<file path="src/rtl/hazard_pkg.sv">
// Shared encodings, FSM state type and default sizes for the pipeline hazard unit.
package hazard_pkg;

  localparam logic [1:0] FWD_RF  = 2'b00;
  localparam logic [1:0] FWD_WB  = 2'b01;
  localparam logic [1:0] FWD_MEM = 2'b10;

  localparam logic [1:0] RESULT_LOAD = 2'b01;

  localparam int TIMEOUT_DEF = 255;
  localparam int CNT_W_DEF   = 32;

  typedef enum logic {
    ST_RUN     = 1'b0,
    ST_MEMWAIT = 1'b1
  } hz_state_e;

  // Wait counter must be able to hold the value TIMEOUT itself.
  function automatic int wait_cnt_w(input int timeout);
    return (timeout < 2) ? 1 : $clog2(timeout + 1);
  endfunction

endpackage

</file>
<file path="src/rtl/hazard_fwd_sel.sv">
// Operand forwarding select for one Execute-stage source register; MEM wins over WB.
module hazard_fwd_sel
  import hazard_pkg::*;
(
  input  logic [4:0] i_rs,
  input  logic       i_wr_m,
  input  logic [4:0] i_rd_m,
  input  logic       i_wr_w,
  input  logic [4:0] i_rd_w,
  output logic [1:0] o_fwd
);

  always_comb begin
    o_fwd = FWD_RF;
    if (i_wr_m && (i_rd_m != 5'd0) && (i_rd_m == i_rs)) begin
      o_fwd = FWD_MEM;
    end else if (i_wr_w && (i_rd_w != 5'd0) && (i_rd_w == i_rs)) begin
      o_fwd = FWD_WB;
    end
  end

endmodule

</file>
<file path="src/rtl/hazard_unit.sv">
// Pipeline hazard unit: forwarding, load-use/branch/memory stalls and flushes,
// a memory-wait FSM with sticky timeout, and saturating stall/flush counters.
module hazard_unit
  import hazard_pkg::*;
#(
  parameter int TIMEOUT = TIMEOUT_DEF,
  parameter int CNT_W   = CNT_W_DEF
) (
  input  logic             clk,
  input  logic             rst,
  input  logic [4:0]       Rs1D,
  input  logic [4:0]       Rs2D,
  input  logic [4:0]       Rs1E,
  input  logic [4:0]       Rs2E,
  input  logic [4:0]       rdE,
  input  logic [1:0]       ResultSrcE,
  input  logic             RegWriteM,
  input  logic             RegWriteW,
  input  logic [4:0]       rdM,
  input  logic [4:0]       rdW,
  input  logic             PCSrcE,
  input  logic             MemReqM,
  input  logic             MemReadyM,
  output logic [1:0]       ForwardAE,
  output logic [1:0]       ForwardBE,
  output logic             StallF,
  output logic             StallD,
  output logic             StallE,
  output logic             StallM,
  output logic             StallW,
  output logic             FlushD,
  output logic             FlushE,
  output logic             mem_timeout,
  output logic [CNT_W-1:0] stall_cycles,
  output logic [CNT_W-1:0] flush_events
);

  localparam int WAIT_W = wait_cnt_w(TIMEOUT);

  logic [1:0]        w_fwd_a;
  logic [1:0]        w_fwd_b;
  logic              w_mem_stall;
  logic              w_lw_stall;
  logic              w_any_stall;
  logic              w_any_flush;
  hz_state_e         r_state;
  hz_state_e         w_state_nxt;
  logic [WAIT_W-1:0] r_wait;
  logic [WAIT_W-1:0] w_wait_inc;
  logic              r_timeout;
  logic [CNT_W-1:0]  r_stall_cnt;
  logic [CNT_W-1:0]  r_flush_cnt;

  function automatic logic [CNT_W-1:0] sat_inc(input logic [CNT_W-1:0] v);
    return (&v) ? v : v + CNT_W'(1);
  endfunction

  hazard_fwd_sel u_fwd_a (
    .i_rs   (Rs1E),
    .i_wr_m (RegWriteM),
    .i_rd_m (rdM),
    .i_wr_w (RegWriteW),
    .i_rd_w (rdW),
    .o_fwd  (w_fwd_a)
  );

  hazard_fwd_sel u_fwd_b (
    .i_rs   (Rs2E),
    .i_wr_m (RegWriteM),
    .i_rd_m (rdM),
    .i_wr_w (RegWriteW),
    .i_rd_w (rdW),
    .o_fwd  (w_fwd_b)
  );

  assign w_mem_stall = MemReqM && !MemReadyM;
  assign w_lw_stall  = (ResultSrcE == RESULT_LOAD) && (rdE != 5'd0) &&
                       ((rdE == Rs1D) || (rdE == Rs2D));

  assign ForwardAE = rst ? FWD_RF : w_fwd_a;
  assign ForwardBE = rst ? FWD_RF : w_fwd_b;

  always_ff @(posedge clk) begin
    if (rst) r_state <= ST_RUN;
    else     r_state <= w_state_nxt;
  end

  always_comb begin
    w_state_nxt = r_state;
    case (r_state)
      ST_RUN:     if (w_mem_stall) w_state_nxt = ST_MEMWAIT;
      ST_MEMWAIT: if (MemReadyM || !MemReqM) w_state_nxt = ST_RUN;
      default:    w_state_nxt = ST_RUN;
    endcase
  end

  // Memory stall is decoded from the live handshake, not the state, so the
  // first waiting cycle already freezes the whole pipe.
  always_comb begin
    StallF = 1'b0;
    StallD = 1'b0;
    StallE = 1'b0;
    StallM = 1'b0;
    StallW = 1'b0;
    FlushD = 1'b0;
    FlushE = 1'b0;
    if (rst) begin
      FlushD = 1'b1;
      FlushE = 1'b1;
    end else if (w_mem_stall) begin
      StallF = 1'b1;
      StallD = 1'b1;
      StallE = 1'b1;
      StallM = 1'b1;
      StallW = 1'b1;
    end else begin
      if (w_lw_stall) begin
        StallF = 1'b1;
        StallD = 1'b1;
        FlushE = 1'b1;
      end
      if (PCSrcE) begin
        FlushD = 1'b1;
        FlushE = 1'b1;
      end
    end
  end

  assign w_wait_inc = (r_wait == WAIT_W'(TIMEOUT)) ? r_wait : r_wait + WAIT_W'(1);

  always_ff @(posedge clk) begin
    if (rst) begin
      r_wait    <= '0;
      r_timeout <= 1'b0;
    end else if ((r_state == ST_RUN) && w_mem_stall) begin
      r_wait <= '0;
    end else if (r_state == ST_MEMWAIT) begin
      r_wait <= w_wait_inc;
      if (w_wait_inc == WAIT_W'(TIMEOUT)) r_timeout <= 1'b1;
    end
  end

  assign w_any_stall = StallF | StallD | StallE | StallM | StallW;
  assign w_any_flush = FlushD | FlushE;

  always_ff @(posedge clk) begin
    if (rst) begin
      r_stall_cnt <= '0;
      r_flush_cnt <= '0;
    end else begin
      if (w_any_stall) r_stall_cnt <= sat_inc(r_stall_cnt);
      if (w_any_flush) r_flush_cnt <= sat_inc(r_flush_cnt);
    end
  end

  assign mem_timeout  = r_timeout;
  assign stall_cycles = r_stall_cnt;
  assign flush_events = r_flush_cnt;

endmodule

</file>
<file path="config.mk">
export PLATFORM = sky130hd
export DESIGN_NAME = hazard_unit
export DESIGN_NICKNAME = d
export VERILOG_FILES = /design/src/rtl/hazard_pkg.sv /design/src/rtl/hazard_fwd_sel.sv /design/src/rtl/hazard_unit.sv
export SDC_FILE = /design/constraint.sdc
export NUM_CORES = 1
export LEC_CHECK = 0
export ABC_CLOCK_PERIOD_IN_PS = 3600
export CAP_MARGIN = 20
export CORE_MARGIN = 1
export CORE_UTILIZATION = 53
export CTS_CLUSTER_SIZE = 25
export DETAILED_ROUTE_END_ITERATION = 16
export GPL_TIMING_DRIVEN = 1
export PLACE_DENSITY = 0.95
export SETUP_SLACK_MARGIN = 0.05
export SYNTH_ARGS = -nofsm -noshare
export SYNTH_HDL_FRONTEND = slang
export SYNTH_HIERARCHICAL = 1
export SYNTH_SLANG_ARGS = --single-unit
</file>
<file path="constraint.sdc">
create_clock -name clk -period 3.6 [get_ports clk]
set_input_delay 0.72 -clock clk [delete_from_list [all_inputs] [get_ports clk]]
set_output_delay 0.72 -clock clk [all_outputs]
set_load 0.02 [all_outputs]
</file>
==> results.md <==
- Int Power: approximately 0.0013 W
- Number of synthesized flops with an enable pin: 0
- Combinational share of power: between 10% and 20%
- IO Count: 120
- Seq cells post-synth: 74
- Maximum Capacitance Violations: 0
- Critical path buffers and inverters: 2
- Hold depth: 2
- Sequential fraction of the synthesis area: ~34%
- Via density: 6.18
- Pin count of the biggest net entering global routing: 56
- Area Growth Syn to Fin: 33.0%
- Final Util: between 70% and 80%
- Synth Instances: 544
- Min Tclk post-route: approximately 3.4 ns
- Final nets: approximately 700
- Worst setup path category: input port to output pin
- Startpoint Class: input port
- Gr ovfl total: 0
- Commonest non-fill, non-tap cell in the layout: clkdlybuf4s50_1
- Global-route wire length before repair: 20,400 um
- FFs w/ async S/R, synth: 0%
- Final setup violating endpoints: 0
- Placed cell count: 747
- Total GRT Usage: roughly 29%
- Row count: 32
- Die W: approximately 93 um
- Antenna Cells: 0
- Slew Viols, Final: 0
- Status: finished clean
- Worst Path Max Fanout: 4
- Post-Syn Area: about 4400 sq um
- Yosys cell types: 55
- CTS tree: done
- P_sw: about 0.00043 W
- DRC Markers: 0
- RSZ-0062 raised after global routing: false
- Proportion of power drawn by the clock network: approximately 40%
- Layout cells sized above 1: under 10%
- Max H-tree Level: 3
- First-pass detailed-route iteration total: 8
- Initial Utilization: ~56%
- Drt total wl: 12,500 um
- Most frequent cells in the layout: clkdlybuf4s50_1 (114), dfxtp_1 (74), a21oi_1 (46)
- R2r worst-path depth: 8
- CP Cell Sequence: clkdlybuf4s50_1, o41ai_2, a211oi_2, nor3_2, nor2b_1, clkdlybuf4s50_1
- Part of the power in registers: approximately half
- Peak supply drop: roughly 0.00021 V
- TritonCTS Sinks: 74
- Vias: roughly 4,700
- Initial DRC Count: approximately 230
- Clock skew: ~0.012 ns
- Fillers: 593
- Core Box Area: 7890 sq um
- Total CTS buffers: 9
- Full die area: 8670 sq um
- Slew @ Worst Pin: between 0.6 and 0.7 ns
- R2R Path Start: stall_cycles[0]
- FF-to-FF End: stall_cycles[16]
- Height of the die: 93.1 um
- Fin Setup TNS: 0 ns
- Synth Warn #: 6
- Fmax: 0.291 GHz
- Min-delay src: flush_events[19]
- Non-filler cells, final: between 700 and 800
- Period utilisation layout: between 90% and 100%
- Final Hold Viols: 0
- Port bufs: approximately 120
- Syn nets: ~590
- Routed Antenna Nets: 0
- Reg clk slew, reported paths: roughly 0.09 ns
- CTS root buffer: clkbuf_8
- Leak: ~1.9 nW
- Sw Ratio: 25.5%
- Vias in the first global route: between 4,000 and 5,000
- Clock network latency to the later pin of the worst-skew pair: about 0.35 ns
- DP HPWL: a little over 9000 um
- Worst path top cell family by delay: buffers and inverters
- Slew headroom: 58.5%
- Initial antenna violation count: 0
- Prevailing post-synth register cell: dfxtp_1
- CTS Buffer Depth: 2
- WP data required: around 2.9 ns
- Crit-path slowest cell: clkdlybuf4s50_1
- Routability cong.: approximately 0.92
- Hold endpoint: flush_events[19]
- Post-DR wirelength/cell: 16.3 um
- HP Class: flip-flop to flip-flop
- FF-to-FF setup slack: between 0.9 and 1 ns
- Most Frequent Cell on Critical Path: clkdlybuf4s50_1
- Worst setup EP type: output pin
- WHS: slightly above 0.5 ns
- Crit path DAT: around 2.7 ns
- Synthesized area per cell: 8.09 sq um
- CP peak stage delay: 0.63 ns
- Power Density: between 200 and 300 nW/um^2
Yosys cell counts (3+ instances only):
| cell type | count | area (sq um) |
|---|---|---|
| nor3_1 | 10 | 50.1 |
| buf_2 | 5 | 25.0 |
| or3_1 | 13 | 81.3 |
| o21ai_0 | 20 | 100 |
| and3_1 | 6 | 37.5 |
| nor4_1 | 8 | 50.1 |
| nand3_1 | 35 | 175 |
| buf_4 | 7 | 52.6 |
| nor2_1 | 43 | 161 |
| nor2b_1 | 25 | 156 |
| a211oi_2 | 3 | 37.5 |
| and4_1 | 5 | 43.8 |
| xor2_1 | 11 | 96.3 |
| inv_1 | 11 | 41.3 |
| nand4_1 | 26 | 163 |
| clkbuf_1 | 14 | 52.6 |
| dfxtp_1 | 74 | 1480 |
| o31ai_1 | 26 | 195 |
| o41ai_1 | 3 | 26.3 |
| ha_1 | 3 | 37.5 |
| xnor2_1 | 25 | 219 |
| a21oi_1 | 46 | 230 |
| or4_1 | 32 | 240 |
| mux2_2 | 10 | 113 |
| nand2_1 | 45 | 169 |
flip-flops by register name, summed over array words and instances, names as in the netlist:
signal / cells
r_state: 1
r_wait: 8
mem_timeout: 1
stall_cycles: 32
flush_events: 32
worst min-delay path: cells and delay by family, from the launching register on:
family | cells | cell delay (ns)
compound gates | 2 | 0.12
flops | 1 | 0.34
cells by family (layout without fill, tap and decap cells):
family / after synthesis / in the layout / synth area share [%]
AO/OA/AOI/OAI: 112 / 112 / 16.4
XOR/XNOR: 36 / 36 / 7.17
adder cells (fa/ha/maj): 3 / 3 / 0.853
buffers and inverters: 41 / 158 / 4.61
flip-flops: 74 / 74 / 33.7
multiplexers: 13 / 13 / 3.38
AND/OR/NAND/NOR: 265 / 265 / 34.0
layout make-up:
| cell class | count | area, sq um | share of cell area [%] |
|---|---|---|---|
| flip-flops and latches | 74 | 1480 | 25.3 |
| repair buffers | 131 | 1280 | 21.9 |
| well taps | 102 | 128 | 2.18 |
| multi-input cells | 429 | 2720 | 46.4 |
| inverters | 11 | 41.3 | 0.706 |
| clock inverters | 6 | 66.3 | 1.13 |
| clock buffers | 10 | 138 | 2.35 |
worst max-delay path by stage:
stage | start | to | slack (ns) | cells after the start
2_1_floorplan | rst | StallM | 0.68 | 6
3_3_place_gp | rdE[2] | FlushE | 0.09 | 7
3_5_place_dp | rdE[2] | FlushE | 0.04 | 7
4_1_cts | rdE[2] | StallF | 0.07 | 6
5_1_grt | rdM[0] | ForwardAE[0] | 0.06 | 6
6_report | rdM[0] | ForwardAE[0] | 0.16 | 6
through the flow:
step	area [sq um]	setup WS, ns	power, W
CTS	5840	0.0741	0.00169
detailed placement	5640	0.0374	0.00104
finish	5850	0.158	0.00169
global placement	5640	0.0907	0.00104
floorplan	4400	0.679	0.000947
global route	5850	0.0584	0.00175
routing by layer:
metal / up-vias / GRT usage [%] / part of all wire (%)
met5: - / 0 / 0
met4: 0 / 11.0 / 2.8
met3: 36 / 6.91 / 6.0
met2: 191 / 51.7 / 51
met1: 2228 / 33.5 / 41
li1: 2262 / - / -
power by group through the flow:
stage / clock, W / combinational (W) / sequential [W]
finish: 0.000659 / 0.000200 / 0.000828
global route: 0.000708 / 0.000215 / 0.000829
CTS: 0.000666 / 0.000198 / 0.000828
detailed placement: 0 / 0.000197 / 0.000847
global placement: 0 / 0.000191 / 0.000847
floorplan: 0 / 0.0000969 / 0.000850
timing repair:
action	4_1_cts	5_1_grt
setup endpoints to repair	1	3
buffers inserted	0	0
resized for setup	1	3
hold buffers	0	0
pin swaps	0	0
Note: power is estimated with default switching activity, not from simulation.
